--- config.mk ---
export PLATFORM = sky130hd
export DESIGN_NAME = cpu_ctrl_fsm_flat
export DESIGN_NICKNAME = d
export VERILOG_FILES = /design/src/rtl/cpu_pkg.sv /design/src/rtl/cpu_ctrl_fsm_if.sv /design/src/rtl/cpu_ctrl_fsm_mem_wait_timer.sv /design/src/rtl/cpu_ctrl_fsm.sv /design/src/flat_wrapper.sv
export SDC_FILE = /design/constraint.sdc
export NUM_CORES = 1
export LEC_CHECK = 0
export CORE_UTILIZATION = 30
export DETAILED_ROUTE_END_ITERATION = 10
export DONT_BUFFER_PORTS = 1
export PLACE_DENSITY_LB_ADDON = 0.15
export SETUP_SLACK_MARGIN = 0.5
export SYNTH_ARGS = -nofsm -noshare
export SYNTH_HDL_FRONTEND = slang
export SYNTH_HIERARCHICAL = 1
export SYNTH_SLANG_ARGS = --single-unit
export TNS_END_PERCENT = 100
--- constraint.sdc ---
create_clock -name clk -period 2.2 [get_ports clk]
set_input_delay 0.44 -clock clk [delete_from_list [all_inputs] [get_ports clk]]
set_output_delay 0.44 -clock clk [all_outputs]
set_load 0.01 [all_outputs]
--- src/rtl/cpu_pkg.sv ---
// Shared definitions for the 16-bit CPU control path: opcodes, controller states, ALU codes.
package cpu_pkg;

    localparam logic [3:0] OP_NOP = 4'h0;
    localparam logic [3:0] OP_ADD = 4'h1;
    localparam logic [3:0] OP_SUB = 4'h2;
    localparam logic [3:0] OP_AND = 4'h3;
    localparam logic [3:0] OP_OR  = 4'h4;
    localparam logic [3:0] OP_LD  = 4'h5;
    localparam logic [3:0] OP_ST  = 4'h6;
    localparam logic [3:0] OP_BEQ = 4'h7;
    localparam logic [3:0] OP_JMP = 4'h8;
    localparam logic [3:0] OP_HLT = 4'hF;

    localparam logic [1:0] ALU_ADD = 2'b00;
    localparam logic [1:0] ALU_SUB = 2'b01;
    localparam logic [1:0] ALU_AND = 2'b10;
    localparam logic [1:0] ALU_OR  = 2'b11;

    typedef enum logic [2:0] {
        S_IDLE,
        S_FETCH,
        S_DECODE,
        S_EXEC,
        S_MEM,
        S_WB,
        S_HALT
    } state_t;

    function automatic logic is_alu_op(input logic [3:0] op);
        return (op == OP_ADD) || (op == OP_SUB) || (op == OP_AND) || (op == OP_OR);
    endfunction

    function automatic logic [1:0] alu_code(input logic [3:0] op);
        logic [1:0] code;
        code = ALU_ADD;
        case (op)
            OP_SUB:  code = ALU_SUB;
            OP_AND:  code = ALU_AND;
            OP_OR:   code = ALU_OR;
            default: code = ALU_ADD;
        endcase
        return code;
    endfunction

endpackage

--- src/rtl/cpu_ctrl_fsm_if.sv ---
// Control/handshake bundle between the CPU controller and its datapath and memory.
interface cpu_ctrl_fsm_if #(
    parameter int unsigned AW = 8
);
    logic [15:0]   ir;
    logic          zero_flag;
    logic          mem_ready;
    logic          ir_load;
    logic          inc_PC;
    logic          pc_src;
    logic [AW-1:0] next_addr;
    logic          halt;
    logic          mem_read;
    logic          mem_write;
    logic          addr_sel;
    logic          reg_write;
    logic          wb_sel;
    logic [1:0]    alu_op;
    logic          illegal;
    logic          bus_err;

    modport master (
        input  ir, zero_flag, mem_ready,
        output ir_load, inc_PC, pc_src, next_addr, halt, mem_read, mem_write,
               addr_sel, reg_write, wb_sel, alu_op, illegal, bus_err
    );

    modport slave (
        output ir, zero_flag, mem_ready,
        input  ir_load, inc_PC, pc_src, next_addr, halt, mem_read, mem_write,
               addr_sel, reg_write, wb_sel, alu_op, illegal, bus_err
    );
endinterface

--- src/rtl/cpu_ctrl_fsm_mem_wait_timer.sv ---
// Counts stalled cycles of a memory (or I/O) access and flags a timeout at the limit.
module mem_wait_timer #(
    parameter int unsigned LIMIT = 15
) (
    input  logic clk,
    input  logic reset_n,
    input  logic active,
    input  logic ready,
    output logic timeout
);
    localparam int unsigned CW = (LIMIT < 1) ? 1 : $clog2(LIMIT + 1);

    logic [CW-1:0] wait_cnt;

    // Ready on the limit cycle is a normal completion, so it masks the timeout.
    assign timeout = active && !ready && (wait_cnt == CW'(LIMIT));

    always_ff @(posedge clk or negedge reset_n) begin
        if (!reset_n) begin
            wait_cnt <= '0;
        end else if (!active || ready || timeout) begin
            wait_cnt <= '0;
        end else begin
            wait_cnt <= wait_cnt + CW'(1);
        end
    end
endmodule

--- src/rtl/cpu_ctrl_fsm.sv ---
// Multi-cycle controller: sequences fetch/decode/execute/memory/writeback and drives
// PC, IR, memory and register-file control pins.
module cpu_ctrl_fsm
    import cpu_pkg::*;
#(
    parameter int unsigned OPW        = 4,
    parameter int unsigned AW         = 8,
    parameter int unsigned WAIT_LIMIT = 15
) (
    input  logic            clk,
    input  logic            reset_n,
    input  logic            start,
    cpu_ctrl_fsm_if.master  bus
);
    state_t         state;
    logic           illegal_q;
    logic           bus_err_q;
    logic           mem_phase;
    logic           timeout;
    logic [OPW-1:0] opcode;
    logic [3:0]     op;

    assign opcode    = bus.ir[15 -: OPW];
    assign op        = 4'(opcode);
    assign mem_phase = (state == S_FETCH) || (state == S_MEM);

    mem_wait_timer #(
        .LIMIT (WAIT_LIMIT)
    ) u_wait (
        .clk     (clk),
        .reset_n (reset_n),
        .active  (mem_phase),
        .ready   (bus.mem_ready),
        .timeout (timeout)
    );

    always_ff @(posedge clk or negedge reset_n) begin
        if (!reset_n) begin
            state     <= S_IDLE;
            illegal_q <= 1'b0;
            bus_err_q <= 1'b0;
        end else begin
            unique case (state)
                S_IDLE: begin
                    if (start) state <= S_FETCH;
                end
                S_FETCH: begin
                    if (bus.mem_ready) begin
                        state <= S_DECODE;
                    end else if (timeout) begin
                        bus_err_q <= 1'b1;
                        state     <= S_HALT;
                    end
                end
                S_DECODE: state <= S_EXEC;
                S_EXEC: begin
                    if (is_alu_op(op)) begin
                        state <= S_WB;
                    end else begin
                        case (op)
                            OP_LD, OP_ST:          state <= S_MEM;
                            OP_NOP, OP_BEQ, OP_JMP: state <= S_FETCH;
                            OP_HLT:                state <= S_HALT;
                            default: begin
                                illegal_q <= 1'b1;
                                state     <= S_HALT;
                            end
                        endcase
                    end
                end
                S_MEM: begin
                    if (bus.mem_ready) begin
                        state <= (op == OP_LD) ? S_WB : S_FETCH;
                    end else if (timeout) begin
                        bus_err_q <= 1'b1;
                        state     <= S_HALT;
                    end
                end
                S_WB:    state <= S_FETCH;
                S_HALT:  state <= S_HALT;
                default: state <= S_IDLE;
            endcase
        end
    end

    assign bus.next_addr = bus.ir[AW-1:0];
    assign bus.illegal   = illegal_q;
    assign bus.bus_err   = bus_err_q;

    // Strobes decode straight from state so an async reset drops them at once.
    always_comb begin
        bus.ir_load   = 1'b0;
        bus.inc_PC    = 1'b0;
        bus.pc_src    = 1'b0;
        bus.halt      = 1'b0;
        bus.mem_read  = 1'b0;
        bus.mem_write = 1'b0;
        bus.addr_sel  = 1'b0;
        bus.reg_write = 1'b0;
        bus.wb_sel    = 1'b0;
        bus.alu_op    = ALU_ADD;
        unique case (state)
            S_IDLE: bus.halt = 1'b1;
            S_FETCH: begin
                bus.mem_read = 1'b1;
                bus.ir_load  = bus.mem_ready;
                bus.inc_PC   = bus.mem_ready;
            end
            S_DECODE: ;
            S_EXEC: begin
                if (is_alu_op(op)) bus.alu_op = alu_code(op);
                if (op == OP_BEQ)  bus.pc_src = bus.zero_flag;
                if (op == OP_JMP)  bus.pc_src = 1'b1;
            end
            S_MEM: begin
                bus.addr_sel  = 1'b1;
                bus.mem_read  = (op == OP_LD);
                bus.mem_write = (op == OP_ST);
            end
            S_WB: begin
                bus.reg_write = 1'b1;
                bus.wb_sel    = (op == OP_LD);
            end
            S_HALT:  bus.halt = 1'b1;
            default: bus.halt = 1'b1;
        endcase
    end
endmodule

--- src/flat_wrapper.sv ---
// flat-port wrapper written by rule: the top's interface ports become plain ports
module cpu_ctrl_fsm_flat import cpu_pkg::*;
#(
    parameter int unsigned OPW        = 4,
    parameter int unsigned AW         = 8,
    parameter int unsigned WAIT_LIMIT = 15
)
  (clk, reset_n, start, bus_ir, bus_zero_flag, bus_mem_ready, bus_ir_load, bus_inc_PC, bus_pc_src, bus_next_addr, bus_halt, bus_mem_read, bus_mem_write, bus_addr_sel, bus_reg_write, bus_wb_sel, bus_alu_op, bus_illegal, bus_bus_err);
  cpu_ctrl_fsm_if #(.AW(AW)) bus_i ();
  input  logic clk;
  input  logic reset_n;
  input  logic start;
  input wire logic [$bits(bus_i.ir)-1:0] bus_ir;
  input wire logic [$bits(bus_i.zero_flag)-1:0] bus_zero_flag;
  input wire logic [$bits(bus_i.mem_ready)-1:0] bus_mem_ready;
  output wire logic [$bits(bus_i.ir_load)-1:0] bus_ir_load;
  output wire logic [$bits(bus_i.inc_PC)-1:0] bus_inc_PC;
  output wire logic [$bits(bus_i.pc_src)-1:0] bus_pc_src;
  output wire logic [$bits(bus_i.next_addr)-1:0] bus_next_addr;
  output wire logic [$bits(bus_i.halt)-1:0] bus_halt;
  output wire logic [$bits(bus_i.mem_read)-1:0] bus_mem_read;
  output wire logic [$bits(bus_i.mem_write)-1:0] bus_mem_write;
  output wire logic [$bits(bus_i.addr_sel)-1:0] bus_addr_sel;
  output wire logic [$bits(bus_i.reg_write)-1:0] bus_reg_write;
  output wire logic [$bits(bus_i.wb_sel)-1:0] bus_wb_sel;
  output wire logic [$bits(bus_i.alu_op)-1:0] bus_alu_op;
  output wire logic [$bits(bus_i.illegal)-1:0] bus_illegal;
  output wire logic [$bits(bus_i.bus_err)-1:0] bus_bus_err;
  assign bus_i.ir = bus_ir;
  assign bus_i.zero_flag = bus_zero_flag;
  assign bus_i.mem_ready = bus_mem_ready;
  assign bus_ir_load = bus_i.ir_load;
  assign bus_inc_PC = bus_i.inc_PC;
  assign bus_pc_src = bus_i.pc_src;
  assign bus_next_addr = bus_i.next_addr;
  assign bus_halt = bus_i.halt;
  assign bus_mem_read = bus_i.mem_read;
  assign bus_mem_write = bus_i.mem_write;
  assign bus_addr_sel = bus_i.addr_sel;
  assign bus_reg_write = bus_i.reg_write;
  assign bus_wb_sel = bus_i.wb_sel;
  assign bus_alu_op = bus_i.alu_op;
  assign bus_illegal = bus_i.illegal;
  assign bus_bus_err = bus_i.bus_err;
  cpu_ctrl_fsm #(.OPW(OPW), .AW(AW), .WAIT_LIMIT(WAIT_LIMIT)) u_core (.clk(clk), .reset_n(reset_n), .start(start), .bus(bus_i));
endmodule
==> results of run 1 <==
## state kept, by name, indices dropped and copies added (netlist names)
register / flops
u_core/bus.bus_err: 1
u_core/bus.illegal: 1
u_core/state: 3
u_core/u_wait/wait_cnt: 4
## metrics by stage
step           area [sq um]    util  power [mW]  std cells
4_1_cts               822.0  0.3288      0.8817        112
5_1_grt               864.6  0.3458       1.016        114
6_report              864.6  0.3458      0.9365        114
2_1_floorplan         800.8       -      0.6657         87
3_3_place_gp          730.7  0.2923      0.6785        103
3_5_place_dp          730.7  0.2923      0.6760        103
## what timing repair did
action	4_1_cts	5_1_grt
hold buffers	1	0
setup buffers	4	2
resized for setup	7	6
endpoints found under the hold margin	9	0
setup endpoints to repair	12	10
pin swaps	0	2
## placed cells by master, fill, tap and decap left out, drive strengths merged
| master | Yosys | layout |
|---|---|---|
| dfrtp | 9 | 9 |
| and3 | 1 | 1 |
| a21o | 2 | 2 |
| o211ai | 3 | 3 |
| and2 | 1 | 1 |
| nand3 | 3 | 3 |
| a211o | 2 | 2 |
| o21a | 1 | 1 |
| clkbuf | 0 | 4 |
| a31o | 2 | 2 |
| dlygate4sd3 | 0 | 1 |
| nand3b | 3 | 3 |
| o21bai | 1 | 1 |
| xor2 | 2 | 2 |
| a22oi | 1 | 1 |
| buf | 16 | 8 |
| inv | 3 | 3 |
| nor4 | 1 | 1 |
| nand2b | 6 | 6 |
| and4b | 1 | 1 |
| ha | 1 | 1 |
| a2bb2oi | 1 | 1 |
| nand4bb | 1 | 1 |
| a21oi | 5 | 5 |
| nor3 | 5 | 5 |
| nor3b | 1 | 1 |
| nor2 | 10 | 10 |
| and4bb | 1 | 1 |
| xnor2 | 2 | 2 |
| or3 | 1 | 1 |
| and3b | 1 | 1 |
## kinds of logic (layout without fill, tap and decap cells)
kind of cell	count (synthesis)	after routing	synth area share
flops	9	9	0.2813
buf+inv	19	16	0.1672
xor+xnor	4	4	0.04376
compound gates	18	18	0.1672
fa+ha+maj	1	1	0.01562
simple gates	36	36	0.3250
## metal layers
layer  global-route usage  vias to the layer above
met5                    0                        -
met3              0.04802                        2
li1                     -                      293
met2               0.1728                       20
met1               0.1613                      270
met4              0.03070                        0
## area by class of cell
| cell class | instances | area [sq um] | area share |
|---|---|---|---|
| tap | 30 | 37.54 | 0.04342 |
| timing repair buffer | 9 | 66.31 | 0.07670 |
| sequential | 9 | 229.0 | 0.2648 |
| clock buffer | 4 | 26.28 | 0.03039 |
| inverter | 3 | 11.26 | 0.01302 |
| multi-input combinational | 59 | 494.2 | 0.5716 |
## power groups by stage
| stage | Sequential [mW] | Clock, mW | Combinational, mW |
|---|---|---|---|
| after floorplan | 0.249 | 0 | 0.417 |
| after global placement | 0.309 | 0 | 0.369 |
| after detailed placement | 0.309 | 0 | 0.367 |
| after CTS | 0.284 | 0.133 | 0.465 |
| after global routing | 0.295 | 0.141 | 0.581 |
| final | 0.286 | 0.124 | 0.526 |
## worst paths after layout
kind	start	end	slack [ns]	depth (start not counted)
max in group asynchronous	reset_n	u_core/state[1]	1.33	1
max reg2reg	u_core/state[0]	u_core/state[2]	0.61	7
min in group asynchronous	reset_n	u_core/u_wait/wait_cnt[2]	0.55	1
max	u_core/state[0]	bus_mem_write	0.53	2
min reg2reg	u_core/u_wait/wait_cnt[0]	u_core/u_wait/wait_cnt[0]	0.47	1
min	bus_ir[15]	u_core/state[1]	0.32	1
==> parameters.txt, run 1 <==
Parameter                              Value

CTS
  Cell chosen for the clock root    sky130_fd_sc_hd__clkbuf_4
  Clock insertion delay at the later pin of the skew report    0.26 ns
  Clock Pin Slew Worst Setup and Hold Paths    0.06 ns
  Clock tree from TritonCTS    built
  CTS max path bufs    2
  TritonCTS buffer count    3
  Htree depth    1
  Number of clock sinks seen by CTS    9

Final layout
  Final layout net count    roughly 110
  Share of post-route cells with drive strength above 1    0.3452
  Fillers    between 200 and 300
  Area added between synthesis and finish    7.969%
  ANT cells    0

Global routing
  Largest net degree at the start of global routing    11
  Via count of the first global-routing pass    approximately 520
  Number of antenna violations at the first check in global routing    0
  Total grt overflow    0
  All-layer global routing usage    0.1191
  Wire length of the first global-routing pass    2435 microns

Floorplan
  DIE AREA    between 2000 and 3000 sq um
  Row Count    18
  Floorplan Core Area    approximately 2500 sq um
  Starting Density    0.3203
  Y dimension of the die    roughly 54 microns
  Die outline width    53.67 microns
  Boundary Pins    42

Detailed routing
  Max Used Layer    met4
  First DRT Iteration DRCs    8
  M1 wire length    ~750 microns
  Remaining number of nets flagged by the antenna check after routing    0
  Detail-routed net length per standard cell    between 10 and 15 microns
  Detailed route wirelength on metal3    between 100 and 150 microns
  Overall via count from detail_route    585
  WL met2    slightly below 700 microns
  Final routed wirelength across all metal layers    about 1500 microns
  Post-DR vias/cell    5.132
  Number of design rule violations left after detail routing    0
  Drt first pass iters    4

Power
  Reported net switching power    approximately 0.38 mW
  Ratio of total power to cell area    1083 nW/um^2
  Combinational power share    0.562
  Int Power    around 0.55 mW
  Power share of the clock group    0.133
  Power share of the sequential group    0.305
  Fraction of power spent switching nets    0.4095
  Maximum vdd drop    approximately 0.00046 V
  LEAKAGE    around 0.37 nW

Hold path
  Class of the tightest hold or removal check    in2reg

Yosys
  Sequential cell area fraction in the yosys report    0.2813
  Post-synthesis instance total    87
  Dominant register cell in the synthesized netlist    sky130_fd_sc_hd__dfrtp_1
  Synthesized area per cell    9.204 sq um
  Most instantiated cells after synthesis    12 x sky130_fd_sc_hd__buf_4, 9 x sky130_fd_sc_hd__dfrtp_1, 9 x sky130_fd_sc_hd__nor2_1
  Post-synthesis async set-or-reset flop share    1.000
  Synthesized flop and latch total    9
  Syn nets    approximately 110
  Yosys warning count    6
  Number of enable flip-flop cells after synthesis    0
  Most area-consuming cells after synthesis    sky130_fd_sc_hd__dfrtp_1 28%, sky130_fd_sc_hd__buf_4 11%, sky130_fd_sc_hd__nand2b_4 5.2%, sky130_fd_sc_hd__nor2_1 4.2%, sky130_fd_sc_hd__a21oi_1 3.1%
  Most frequent cell after synthesis    sky130_fd_sc_hd__buf_4
  Dominant cell type by area after synthesis    sky130_fd_sc_hd__dfrtp_1
  Portion of synthesized cell area occupied by the leading cell type    0.2813
  Distinct cell type count of the synthesized netlist    37
  Area of the mapped netlist    roughly 800 sq um

Setup path
  Gate family responsible for the most delay along the worst path    simple AND/OR/NAND/NOR gates
  Category of the worst setup path capture point    primary output
  Chain of cells forming the critical path    nand2b_4, nor3_1
  Crit Path Max Fanout    6
  Required time of the critical path    around 1.8 ns
  Slowest Stage Delay on Critical Path    around 0.44 ns
  Critical path start-end classification    reg2out
  Critical Path Start Type    register
  Arrival time at the worst endpoint    1.23 ns
  Buffer and inverter count on the worst path    0
  Slowest CP cell    sky130_fd_sc_hd__dfrtp_2

Place
  HPWL after DPL    ~1100 microns
  Pre-CTS setup slack    just over 0.3 ns
  Input/output buffers    0
  Routability congestion estimate from global placement    approximately 0.66

STA
  Count of pins over their slew limit    0
  Headroom to the max-slew limit    0.7214
  Number of hold-slack violations in the final timing report    0
  Setup Total Neg Slack    0 ns
  Setup-violating endpoint count in the final report    0
  Share of the clock period used by the worst path after layout    0.7588
  Final-layout worst hold slack    about 0.32 ns
  Clock skew after layout    roughly 0.0042 ns
  Maximum achievable frequency    599.1 MHz
  Minimum clock period    approximately 1.7 ns
  Final WS setup    0.5307 ns
  Slew at the pin with the worst max-slew slack    0.4165 ns
  RSZ-0062 raised after global routing    true

Status
  Outcome    completed

Flow run
  Max-cap violation count    0
Note: power is estimated with default switching activity, not from simulation.
==> run 2: changes to the inputs <==
clock period = 1.46 ns   (was 2.2 ns; I/O delays follow)
==> run 2 against run 1 <==
Effect of this change:
- the run now ends with setup timing left
- global-route usage grew 0.16 points
- first-iteration DRC count shrank 100%
- routed wire length grew 7.3%
- highest routed layer unchanged
- die area is the same
- clock power grew 51%
- combinational power grew 150%
- sequential cell count is the same
- cell area grew 30%
- sequential power grew 42%
- non-clock buffer count grew 15
- hold slack lost 0.15 ns
==> parameters.txt, run 2 (synthesized netlist as in run 1, its figures left out) <==
Parameter                              Value

Status
  Outcome    finished, violations left
  Failing checks    setup timing

STA
  Minimum clock period    about 1.6 ns
  RSZ-0062 raised after global routing    true
  Final WS setup    -0.09718 ns
  Count of pins over their slew limit    0
  Clock skew after layout    ~0.0025 ns
  Number of hold-slack violations in the final timing report    0
  Share of the clock period used by the worst path after layout    1.067
  Headroom to the max-slew limit    0.7352
  Maximum achievable frequency    642.2 MHz
  Setup-violating endpoint count in the final report    12
  Final-layout worst hold slack    roughly 0.17 ns
  Slew at the pin with the worst max-slew slack    between 0.3 and 0.4 ns

Setup path
  Critical Path Start Type    register
  Required time of the critical path    about 1.2 ns
  Crit Path Max Fanout    5
  Arrival time at the worst endpoint    about 1.3 ns
  Category of the worst setup path capture point    primary output
  Critical path start-end classification    reg2out
  Reg-to-reg startpoint    u_core/state[1]
  Launching instance or port of the critical path    u_core/state[0]

Power
  Int Power    1.157 mW
  Combinational power share    0.686
  Ratio of total power to cell area    roughly 1700 nW/um^2
  Pwr Total    1.887 mW
  Fraction of power spent switching nets    0.3868
  Maximum vdd drop    0.0009300 V
  Reported net switching power    ~0.73 mW
  Power share of the clock group    0.099
  LEAKAGE    ~0.48 nW
  Power share of the sequential group    0.215

Detailed routing
  Overall via count from detail_route    roughly 640
  Remaining number of nets flagged by the antenna check after routing    0
  Post-DR vias/cell    between 4 and 5
  Final routed wirelength across all metal layers    1659 microns
  First DRT Iteration DRCs    0
  Number of design rule violations left after detail routing    0
  Detail-routed net length per standard cell    about 13 microns
  Drt first pass iters    1

Place
  Routability congestion estimate from global placement    0.6714
  Placed Instances    around 120
  HPWL after DPL    between 1000 and 1500 microns
  Input/output buffers    0

Global routing
  Wire length of the first global-routing pass    2511 microns
  Largest net degree at the start of global routing    11
  Total grt overflow    0
  Number of antenna violations at the first check in global routing    0
  All-layer global routing usage    0.1207
  Via count of the first global-routing pass    a little under 600

Final layout
  ANT cells    0
  Final layout net count    between 100 and 150
  Most common library cell in the layout ignoring fill and taps    sky130_fd_sc_hd__buf_4
  Max FFs per register    4
  Top reg by flops    u_core/u_wait/wait_cnt
  Fillers    ~260
  Share of post-route cells with drive strength above 1    0.5960
  Largest registers in the final layout    u_core/u_wait/wait_cnt: 4 flops, u_core/state: 3 flops
  Most used cells in the layout excluding fill and tap cells    18 x sky130_fd_sc_hd__buf_4, 7 x sky130_fd_sc_hd__dfrtp_1, 5 x sky130_fd_sc_hd__nand2b_4
  Final standard cell count with taps included and fillers excluded    roughly 130
  Area added between synthesis and finish    39.84%
  Area of the multi-input gates    around 600 sq um
  Area taken by flip-flops and latches    227.7 sq um

Floorplan
  DIE AREA    2880 sq um
  Die outline width    between 50 and 60 microns
  Boundary Pins    42
  Starting Density    0.3203
  Y dimension of the die    about 54 microns
  Floorplan Core Area    2500 sq um
  Row Count    18

CTS
  Clock Pin Slew Worst Setup and Hold Paths    0.06 ns
  Clock insertion delay at the later pin of the skew report    ~0.25 ns
  Cell chosen for the clock root    sky130_fd_sc_hd__clkbuf_4
  TritonCTS buffer count    3
  CTS max path bufs    2
  Htree depth    1
  Clock tree from TritonCTS    built
  Number of clock sinks seen by CTS    9

Hold path
  Class of the tightest hold or removal check    in2reg
  HP Start    bus_ir[15]

Flow run
  Max-cap violation count    0
-- run 2: worst max-delay path, cell delays in order (launching register included) --
cell and delay (ns):
sky130_fd_sc_hd__dfrtp_2 0.44, sky130_fd_sc_hd__nand2b_4 0.17, sky130_fd_sc_hd__buf_6 0.13, sky130_fd_sc_hd__nand2b_4 0.14, sky130_fd_sc_hd__a21oi_4 0.14
-- run 2: repair_timing --
item / CTS / global route
hold buffers: 1 / 0
buffers inserted: 4 / 3
hold endpoints to repair: 9 / 0
gates resized for setup: 12 / 15
setup endpoints to repair: 22 / 22
pin swaps: 2 / 14
-- run 2: layout make-up --
type	instances	area share
clock buffers	4	0.02346
repair buffers	24	0.1877
flip-flops and latches	9	0.2034
inverters	3	0.01006
well taps	30	0.03352
multi-input cells	59	0.5419
-- run 2: power by group through the flow --
stage          Sequential, mW  Combinational, mW  Clock, mW
3_3_place_gp            0.424              0.873          0
6_report                0.406               1.29      0.187
2_1_floorplan           0.390              0.721          0
4_1_cts                 0.397               1.10      0.193
5_1_grt                 0.416               1.40      0.201
3_5_place_dp            0.423              0.878          0
-- run 2: path summary, 6_finish.rpt --
path / slack, ns / cells after the start / endpoint
worst min-delay path: 0.17 / 1 / u_core/state[1]
min in group asynchronous: 0.40 / 1 / u_core/state[2]
worst min register to register: 0.54 / 2 / u_core/u_wait/wait_cnt[0]
max in group asynchronous: 0.76 / 1 / u_core/state[1]
worst max register to register: -0.07 / 7 / u_core/state[2]
worst max-delay path: -0.1 / 4 / bus_mem_read
-- run 2: stage by stage --
step           utilization  worst slack, ns  TNS (ns)  instance area, sq um
5_1_grt             0.4479          -0.1495    -1.361                  1120
2_1_floorplan            -         -0.06480   -0.1010                 897.1
6_report            0.4479         -0.09718   -0.6898                  1120
3_3_place_gp        0.3599         -0.02720  -0.02720                 899.6
3_5_place_dp        0.3599         -0.03771  -0.03771                 899.6
4_1_cts             0.4119          -0.1343    -1.000                  1030
-- run 2: metal layers --
layer	up-vias	wire, microns	track usage
met3	4	137	0.03107
met2	22	745	0.1770
met5	-	0	0
li1	323	-	-
met4	0	21	0.06140
met1	295	755	0.1612
==> run 3: changes to the inputs <==
CORE_UTILIZATION = 50   (was 30)
==> run 3 against run 2 <==
Effect of this change:
- setup slack worse by 0.061 ns
- count of clock-buffer cells in the layout unchanged
- non-clock buffer count down 4
- sequential power decreased by 3%
- the run still ends with setup timing left
- hold slack lost 0.0010 ns
- register-to-register slack about the same
- die area down 39%
- cell area is 11% lower
- critical endpoint unchanged
- sequential cell count did not move
- clock power about the same
==> parameters.txt, run 3 (synthesized netlist as in run 1, its figures left out) <==
Parameter                              Value

Floorplan
  Die outline width    around 42 microns
  Floorplan Core Area    between 1500 and 2000 sq um
  Y dimension of the die    about 42 microns
  Boundary Pins    between 40 and 50
  Starting Density    0.5316
  Row Count    14
  DIE AREA    1766 sq um

Final layout
  Area added between synthesis and finish    24.22%
  Final layout net count    118
  Largest registers in the final layout    u_core/u_wait/wait_cnt: 4 flops, u_core/state: 3 flops
  Fillers    143
  Most used cells in the layout excluding fill and tap cells    14 x sky130_fd_sc_hd__buf_4, 8 x sky130_fd_sc_hd__dfrtp_1, 5 x sky130_fd_sc_hd__nor2_1, 4 x sky130_fd_sc_hd__buf_6
  Area taken by flip-flops and latches    around 230 sq um
  Area of the multi-input gates    between 500 and 600 sq um
  Top reg by flops    u_core/u_wait/wait_cnt
  ANT cells    0
  Share of post-route cells with drive strength above 1    0.4842
  Most common library cell in the layout ignoring fill and taps    sky130_fd_sc_hd__buf_4
  Max FFs per register    4
  Final Instance Area    994.7 sq um
  End-of-flow core utilization    0.6603

Setup path
  Crit. path cell count    5
  Required time of the critical path    ~1.2 ns
  Arrival time at the worst endpoint    between 1 and 1.5 ns
  Gate family responsible for the most delay along the worst path    flip-flops
  Last element of the critical path    bus_mem_read
  Buffer and inverter count on the worst path    2
  Crit Path Max Fanout    5
  Critical path start-end classification    reg2out
  Most prevalent standard cell on the critical path    sky130_fd_sc_hd__buf_4
  Slowest Stage Delay on Critical Path    about 0.39 ns
  Chain of cells forming the critical path    buf_4, nand2b_4, buf_4, nand2b_1, a21oi_2
  Category of the worst setup path capture point    primary output
  Slowest CP cell    sky130_fd_sc_hd__dfrtp_1
  Reg-to-Reg End    u_core/state[2]
  Reg-to-reg startpoint    u_core/state[2]
  Reg2reg path depth    6
  Critical Path Start Type    register
  Worst R2R Setup Slack    -0.06 ns
  Launching instance or port of the critical path    u_core/state[2]

Detailed routing
  Remaining number of nets flagged by the antenna check after routing    0
  Detail-routed net length per standard cell    ~14 microns
  Drt first pass iters    4
  Final routed wirelength across all metal layers    roughly 1500 microns
  Overall via count from detail_route    ~630
  Number of design rule violations left after detail routing    0
  Post-DR vias/cell    approximately 5.7
  First DRT Iteration DRCs    2

Place
  Pre-CTS setup slack    -0.04965 ns
  Routability congestion estimate from global placement    a little over 0.7
  Standard cell area after detailed placement    852.1 sq um
  Input/output buffers    0
  HPWL after DPL    1113 microns

CTS
  Clock Pin Slew Worst Setup and Hold Paths    0.06 ns
  Cell chosen for the clock root    sky130_fd_sc_hd__clkbuf_4
  Clock tree from TritonCTS    built
  CTS max path bufs    2
  TritonCTS buffer count    3
  Htree depth    1
  Number of clock sinks seen by CTS    9
  Clock insertion delay at the later pin of the skew report    0.26 ns

STA
  Setup Total Neg Slack    -1.012 ns
  Setup-violating endpoint count in the final report    11
  Number of hold-slack violations in the final timing report    0
  Count of pins over their slew limit    0
  Slew at the pin with the worst max-slew slack    between 0.4 and 0.5 ns
  Headroom to the max-slew limit    0.7226
  Minimum clock period    between 1.5 and 2 ns
  Share of the clock period used by the worst path after layout    1.108
  RSZ-0062 raised after global routing    true
  Maximum achievable frequency    a little over 600 MHz
  Final WS setup    -0.1579 ns
  Clock skew after layout    roughly 0.0078 ns

Flow run
  Max-cap violation count    0

Global routing
  Number of antenna violations at the first check in global routing    0
  Wire length of the first global-routing pass    around 2500 microns
  Largest net degree at the start of global routing    11
  All-layer global routing usage    0.1817
  Total grt overflow    0
  Via count of the first global-routing pass    586

Status
  Failing checks    setup timing
  Outcome    finished, violations left

Power
  Ratio of total power to cell area    1658 nW/um^2
  Maximum vdd drop    ~0.0010 V
  LEAKAGE    approximately 0.44 nW
  Pwr Total    approximately 1.6 mW

Hold path
  Class of the tightest hold or removal check    in2reg
==> run 3: changes by cell type in the layout (fill, tap and decap cells not counted), moves of 2 or more <==
cell / before / now
sky130_fd_sc_hd__nor2_2: 4 / 2
sky130_fd_sc_hd__buf_4: 18 / 14
sky130_fd_sc_hd__nand2b_4: 5 / 3
sky130_fd_sc_hd__nand2b_1: 1 / 3
sky130_fd_sc_hd__nor2_1: 2 / 5
==> run 3: worst min path at each step <==
stage               startpoint                        end  depth (start not counted)
finish              bus_ir[15]            u_core/state[1]                          1
global route        bus_ir[15]            u_core/state[1]                          1
CTS                 bus_ir[15]            u_core/state[1]                          1
detailed placement     reset_n  u_core/u_wait/wait_cnt[3]                          0
global placement       reset_n  u_core/u_wait/wait_cnt[3]                          0
floorplan              reset_n         u_core/bus.bus_err                          0
==> run 3: cell type report <==
cell class / count / area share
multi-input cells: 59 / 0.5484
flip-flops and latches: 9 / 0.2277
repair buffers: 20 / 0.1660
clock buffers: 4 / 0.02642
well taps: 16 / 0.02013
inverters: 3 / 0.01132
==> run 3: timing repair <==
| item | CTS | global route |
|---|---|---|
| endpoints found under the setup margin | 22 | 22 |
| pin swaps | 2 | 0 |
| hold buffers | 1 | 0 |
| resized for setup | 9 | 5 |
| endpoints found under the hold margin | 9 | 0 |
| setup buffers | 2 | 5 |
==> run 3: report_power, final <==
| part | switching [mW] | internal (mW) |
|---|---|---|
| logic | 0.485 | 0.579 |
| clock network | 0.0850 | 0.105 |
| registers | 0.0725 | 0.323 |
| total | 0.643 | 1.01 |
==> run 3: through the flow <==
stage	hold slack, ns	std cells
global placement	-0.003404	99
floorplan	-0.003591	87
global route	0.1554	111
CTS	0.1561	106
finish	0.1645	111
detailed placement	-0.003407	99
==> run 3: layer usage <==
layer  GRT usage  vias up  part of all wire
met2      0.3094       22              0.48
met3     0.07759        2             0.080
met1      0.2284      293              0.43
met4    0.006250        0            0.0027
li1            -      311                 -
met5           0        -                 0
==> patch 1, RTL diff (settings of run 2) <==
`WAIT_LIMIT` is set to 15 in 2 places; all go to 30.
--- a/src/rtl/cpu_ctrl_fsm.sv
+++ b/src/rtl/cpu_ctrl_fsm.sv
@@ -6,5 +6,5 @@
     parameter int unsigned OPW        = 4,
     parameter int unsigned AW         = 8,
-    parameter int unsigned WAIT_LIMIT = 15
+    parameter int unsigned WAIT_LIMIT = 30
 ) (
     input  logic            clk,
--- a/src/flat_wrapper.sv
+++ b/src/flat_wrapper.sv
@@ -4,5 +4,5 @@
     parameter int unsigned OPW        = 4,
     parameter int unsigned AW         = 8,
-    parameter int unsigned WAIT_LIMIT = 15
+    parameter int unsigned WAIT_LIMIT = 30
 )
   (clk, reset_n, start, bus_ir, bus_zero_flag, bus_mem_ready, bus_ir_load, bus_inc_PC, bus_pc_src, bus_next_addr, bus_halt, bus_mem_read, bus_mem_write, bus_addr_sel, bus_reg_write, bus_wb_sel, bus_alu_op, bus_illegal, bus_bus_err);
Function: no difference found for any inputs over 10 cycles, from zero or initial values and one cycle with reset_n low; that may be too few to reach the edited logic, so the function may still have changed.
==> patch 1 against run 2 <==
- the flow still finishes with violations (setup timing)
- routed wire length increased by 14%
- cell area increased by 7.6%
- core utilization increased by 2.6 points
- setup slack got worse by 0.050 ns
- total power increased by 9.1%
- area after synthesis increased by 4.1%
- sequential share of layout area increased by 0.54 points
- sequential cell count increased by 1
- critical endpoint is now bus_alu_op[0]
- largest power group unchanged
==> patch 1: results (changes against run 2) <==
metric	value	unit	change
status	complete, but fails checks		unchanged
violations	setup timing		unchanged
ys_seq_area_share	30.03	%	was 28.13%
comb.multi_input.count	62		was 59
setup_ws	-0.1467	ns	was -0.09718 ns
vias_per_cell	5.165		was 4.992
r2r_slack	-0.09	ns	was -0.07 ns
ys_ff_latch	10		was 9
synth_xor_xnor_area_share	5.255	%	was 4.375%
crit_fanout	3		was 5
die_x	54.71	µm	was 53.67 µm
ys_types	36		was 37
post_cts_resized	19		was 12
use_met3	4.167	%	was 3.107%
use_met1	15.97	%	was 16.12%
dr_wl_met3	151	µm	was 137 µm
synth_commonest_cells	buf_4, dfrtp_1, nor2_1		unchanged
pre_cts_ws	-0.08292	ns	was -0.03771 ns
dr.pass1.iters	4		was 1
n_fill_cell	253		was 256
hold_start	bus_ir[15]		unchanged
grt_pass1_vias	583		was 580
r2r_start	u_core/state[2]		was u_core/state[1]
dp_hpwl	1.326	mm	was 1.216 mm
ir_drop	832.4	µV	was 930.0 µV
wl_met2	869	µm	was 745 µm
clk_share	3.011	%	was 2.346%
htreeDepth	1		unchanged
area_share_nonclk_buffers	23.26	%	was 18.77%
drive_above_1_share	52.29	%	was 59.60%
syn_nets	114		was 109
setup_viol	14		was 12
grt_use_total	12.22	%	was 12.07%
sh_seq_area	20.87	%	was 20.34%
r2r-end	u_core/state[2]		unchanged
grt_pass1_wl	2.601	mm	was 2.511 mm
hold_class	input pin to register		unchanged
postCtsSetupRepairBufs	8		was 4
leakagePower	0.5381	nW	was 0.4833 nW
drt-initial-drc-count	4		was 0
slew_headroom	69.89	%	was 73.52%
synth_fa_ha_area_share	3.003	%	was 1.563%
rr_worst_depth	6		was 7
seq_area	251.5	µm²	was 227.7 µm²
yosys_most_used_dff	dfrtp_1		unchanged
reg_top3	u_core/u_wait/wait_cnt (5), u_core/state (3)		was u_core/u_wait/wait_cnt (4), u_core/state (3)
n_all_buffers	30		was 24
synthTopCellsByArea	dfrtp_1, buf_4, nor2_1		was dfrtp_1, buf_4, nand2b_4
place.gp.congestion	0.7227		was 0.6714
wl_met1	818	µm	was 755 µm
wl_per_cell	13.56	µm	was 12.86 µm
finalNetCount	133		was 122
-- patch 1: power by group --
| group | internal (mW) | switching (mW) |
|---|---|---|
| sequential | 0.350 | 0.0718 |
| combinational | 0.799 | 0.591 |
| clock | 0.151 | 0.0950 |
| total | 1.30 | 0.758 |
-- patch 1: how the worst max path moves through the flow --
stage,from,end,depth (start not counted)
floorplan,u_core/state[0],u_core/state[2],7
global placement,u_core/u_wait/wait_cnt[0],u_core/state[1],7
detailed placement,u_core/u_wait/wait_cnt[0],u_core/state[1],7
CTS,u_core/state[0],bus_mem_write,4
global route,u_core/state[2],bus_inc_PC,4
finish,u_core/state[2],bus_alu_op[0],3
-- patch 1: stage by stage --
step,cells,hold WS [ns]
6_report,139,0.1533
3_3_place_gp,121,-0.003397
5_1_grt,139,0.1387
4_1_cts,134,0.1499
2_1_floorplan,91,-0.003591
3_5_place_dp,121,-0.003384
-- patch 1: critical path: stages (launching register included) --
cell and delay, ns:
dfrtp_1 0.41, buf_6 0.14, nand3b_4 0.18, nor4_4 0.33
==> patch 2, RTL diff (settings of run 2) <==
Without the edit above. Reset style: synchronous (`reset_n`), changed in 2 clocked blocks. Comments in the files are not updated.
--- a/src/rtl/cpu_ctrl_fsm_mem_wait_timer.sv
+++ b/src/rtl/cpu_ctrl_fsm_mem_wait_timer.sv
@@ -16,5 +16,5 @@
     assign timeout = active && !ready && (wait_cnt == CW'(LIMIT));
 
-    always_ff @(posedge clk or negedge reset_n) begin
+    always_ff @(posedge clk) begin
         if (!reset_n) begin
             wait_cnt <= '0;
--- a/src/rtl/cpu_ctrl_fsm.sv
+++ b/src/rtl/cpu_ctrl_fsm.sv
@@ -35,5 +35,5 @@
     );
 
-    always_ff @(posedge clk or negedge reset_n) begin
+    always_ff @(posedge clk) begin
         if (!reset_n) begin
             state     <= S_IDLE;
Behaviour: differs if reset_n is asserted again (counterexample within 4 cycles, from zero or initial values and one cycle with reset_n low); with reset_n held inactive, the same outputs for 10 cycles.
==> patch 2 against run 2 <==
- the flow still finishes with violations (setup timing)
- worst hold slack got worse by 0.0030 ns
- cell area decreased by 5.7%
- core utilization is 1.8 points lower
- sequential cell count unchanged
- area after synthesis fell by 3.1%
- clock skew is 0.0010 ns lower
- first-iteration DRC count grew 8
- register-to-register slack got worse by 0.04 ns
- die area decreased by 3.0%
- setup slack got worse by 0.017 ns
- via count grew 4.7%
- sequential share of layout area down 2.6 points
- routed wire length rose by 10%
- critical path type unchanged
- critical endpoint is now bus_mem_write
- largest cell class unchanged
Power is not compared: it rests on default switching activity, and its combinational part moved more than twofold at a synthesized area within 25%.
==> patch 2: results (changes against run 2) <==
metric	value	unit	change
async_flop_share	0	%	was 100.0%
reg_top3	u_core/u_wait/wait_cnt (4), u_core/state (3)		unchanged
diodes	0		unchanged
drive_above_1_share	49.04	%	was 59.60%
antenna_found_initial	0		unchanged
routed_wl	1.826	mm	was 1.659 mm
synth_top_area_share	23.23	%	was 28.13%
worst_pin_slew	0.3008	ns	was 0.3958 ns
ys_types	40		was 37
grt_pass1_wl	2.773	mm	was 2.511 mm
status	complete, but fails checks		unchanged
dp_hpwl	1.324	mm	was 1.216 mm
ir_drop	551.2	µV	
dr.pass1.iters	3		was 1
syn_inst	90		was 87
hold_class	input pin to register		unchanged
syn_nets	112		was 109
grt_use_total	14.06	%	was 12.07%
place_area	847.1	µm²	was 899.6 µm²
clk_latency	0.26	ns	
grt_max_degree	11		unchanged
cts_max_path_buffers	2		unchanged
ys_seq_area_share	23.23	%	was 28.13%
leakagePower	0.4603	nW	
violations	setup timing		unchanged
drt-initial-drc-count	8		was 0
yosysWarnings	6		unchanged
instances_no_fill	134		was 129
synthTopCellsByArea	dfxtp_1, buf_4, buf_6		was dfrtp_1, buf_4, nand2b_4
setup_viol	9		was 12
crit_fanout	4		was 5
port_buffers	0		unchanged
htreeDepth	1		unchanged
fin_worst_skew	0.001429	ns	was 0.002472 ns
root_buffer	clkbuf_4		unchanged
clk_pin_slew_worst_paths	0.06	ns	about the same
numCtsBuffers	3		unchanged
worstPathArrival	1.28	ns	
place.gp.congestion	0.8005		was 0.6714
setup_ws	-0.1144	ns	was -0.09718 ns
num_vias	674		was 644
synth_commonest_cells	buf_4, dfxtp_1, nor2_1		was buf_4, dfrtp_1, nor2_1
grt_pass1_vias	618		was 580
dp.cells	119		was 117
patch 2: metal layers:
metal / wire length [µm] / global-route usage [%] / vias to the layer above
met5: 0 / 0 / -
met3: 93 / 5.172 / 2
met1: 789 / 16.03 / 319
li1: - / - / 340
met2: 932 / 24.26 / 13
met4: 11 / 3.947 / 0
patch 2: cell type report:
class	instances	area [µm²]
Clock buffer	4	26.28
Inverter	3	11.26
Timing Repair Buffer	25	237.7
Tap cell	30	37.54
Sequential cell	9	187.7
Fill cell	254	1399
Multi-Input combinational cell	63	555.5
patch 2: metrics by stage:
stage,utilization (%),setup slack [ns],TNS [ns]
6_report,43.02,-0.1144,-0.5888
5_1_grt,43.02,-0.1755,-1.294
3_3_place_gp,34.51,-0.03390,-0.03987
3_5_place_dp,34.51,-0.04118,-0.04324
2_1_floorplan,-,-0.005699,-0.005699
4_1_cts,42.51,-0.1370,-0.7067
patch 2: power by group:
part	total [mW]	switching, mW	internal (mW)
Sequential	0.255	0.00371	0.251
Clock	0.192	0.0871	0.105
Combinational	0.190	0.0822	0.107
Total	0.637	0.173	0.464
patch 2: worst max-delay path, cell delays in order, from the launching register on:
cell     delay [ns]
dfxtp_2        0.32
and2b_4        0.24
buf_6          0.10
and2_4         0.13
and4b_1        0.24
patch 2: repair_timing:
action,4_1_cts,5_1_grt
buffers inserted,10,1
pin swaps,13,4
hold buffers,0,0
gates cloned,0,0
endpoints found under the setup margin,20,22
gates resized for setup,22,3
patch 2: path summary, 6_finish.rpt:
kind / to / from / cells past startpoint / slack, ns
max reg2reg: u_core/state[2] / u_core/state[0] / 7 / -0.11
min: u_core/bus.bus_err / reset_n / 1 / 0.16
max: bus_mem_write / u_core/state[0] / 4 / -0.11
min reg2reg: u_core/u_wait/wait_cnt[0] / u_core/u_wait/wait_cnt[0] / 2 / 0.51
patch 2: logic make-up after synthesis:
kind of cell               share of synthesized area, %
buffers and inverters                             18.39
xor gates and xnor gates                          3.388
and+or+nand+nor                                   33.23
DFF                                               23.23
AOI/OAI and AO/OA                                 20.16
adders and majority gates                         1.613
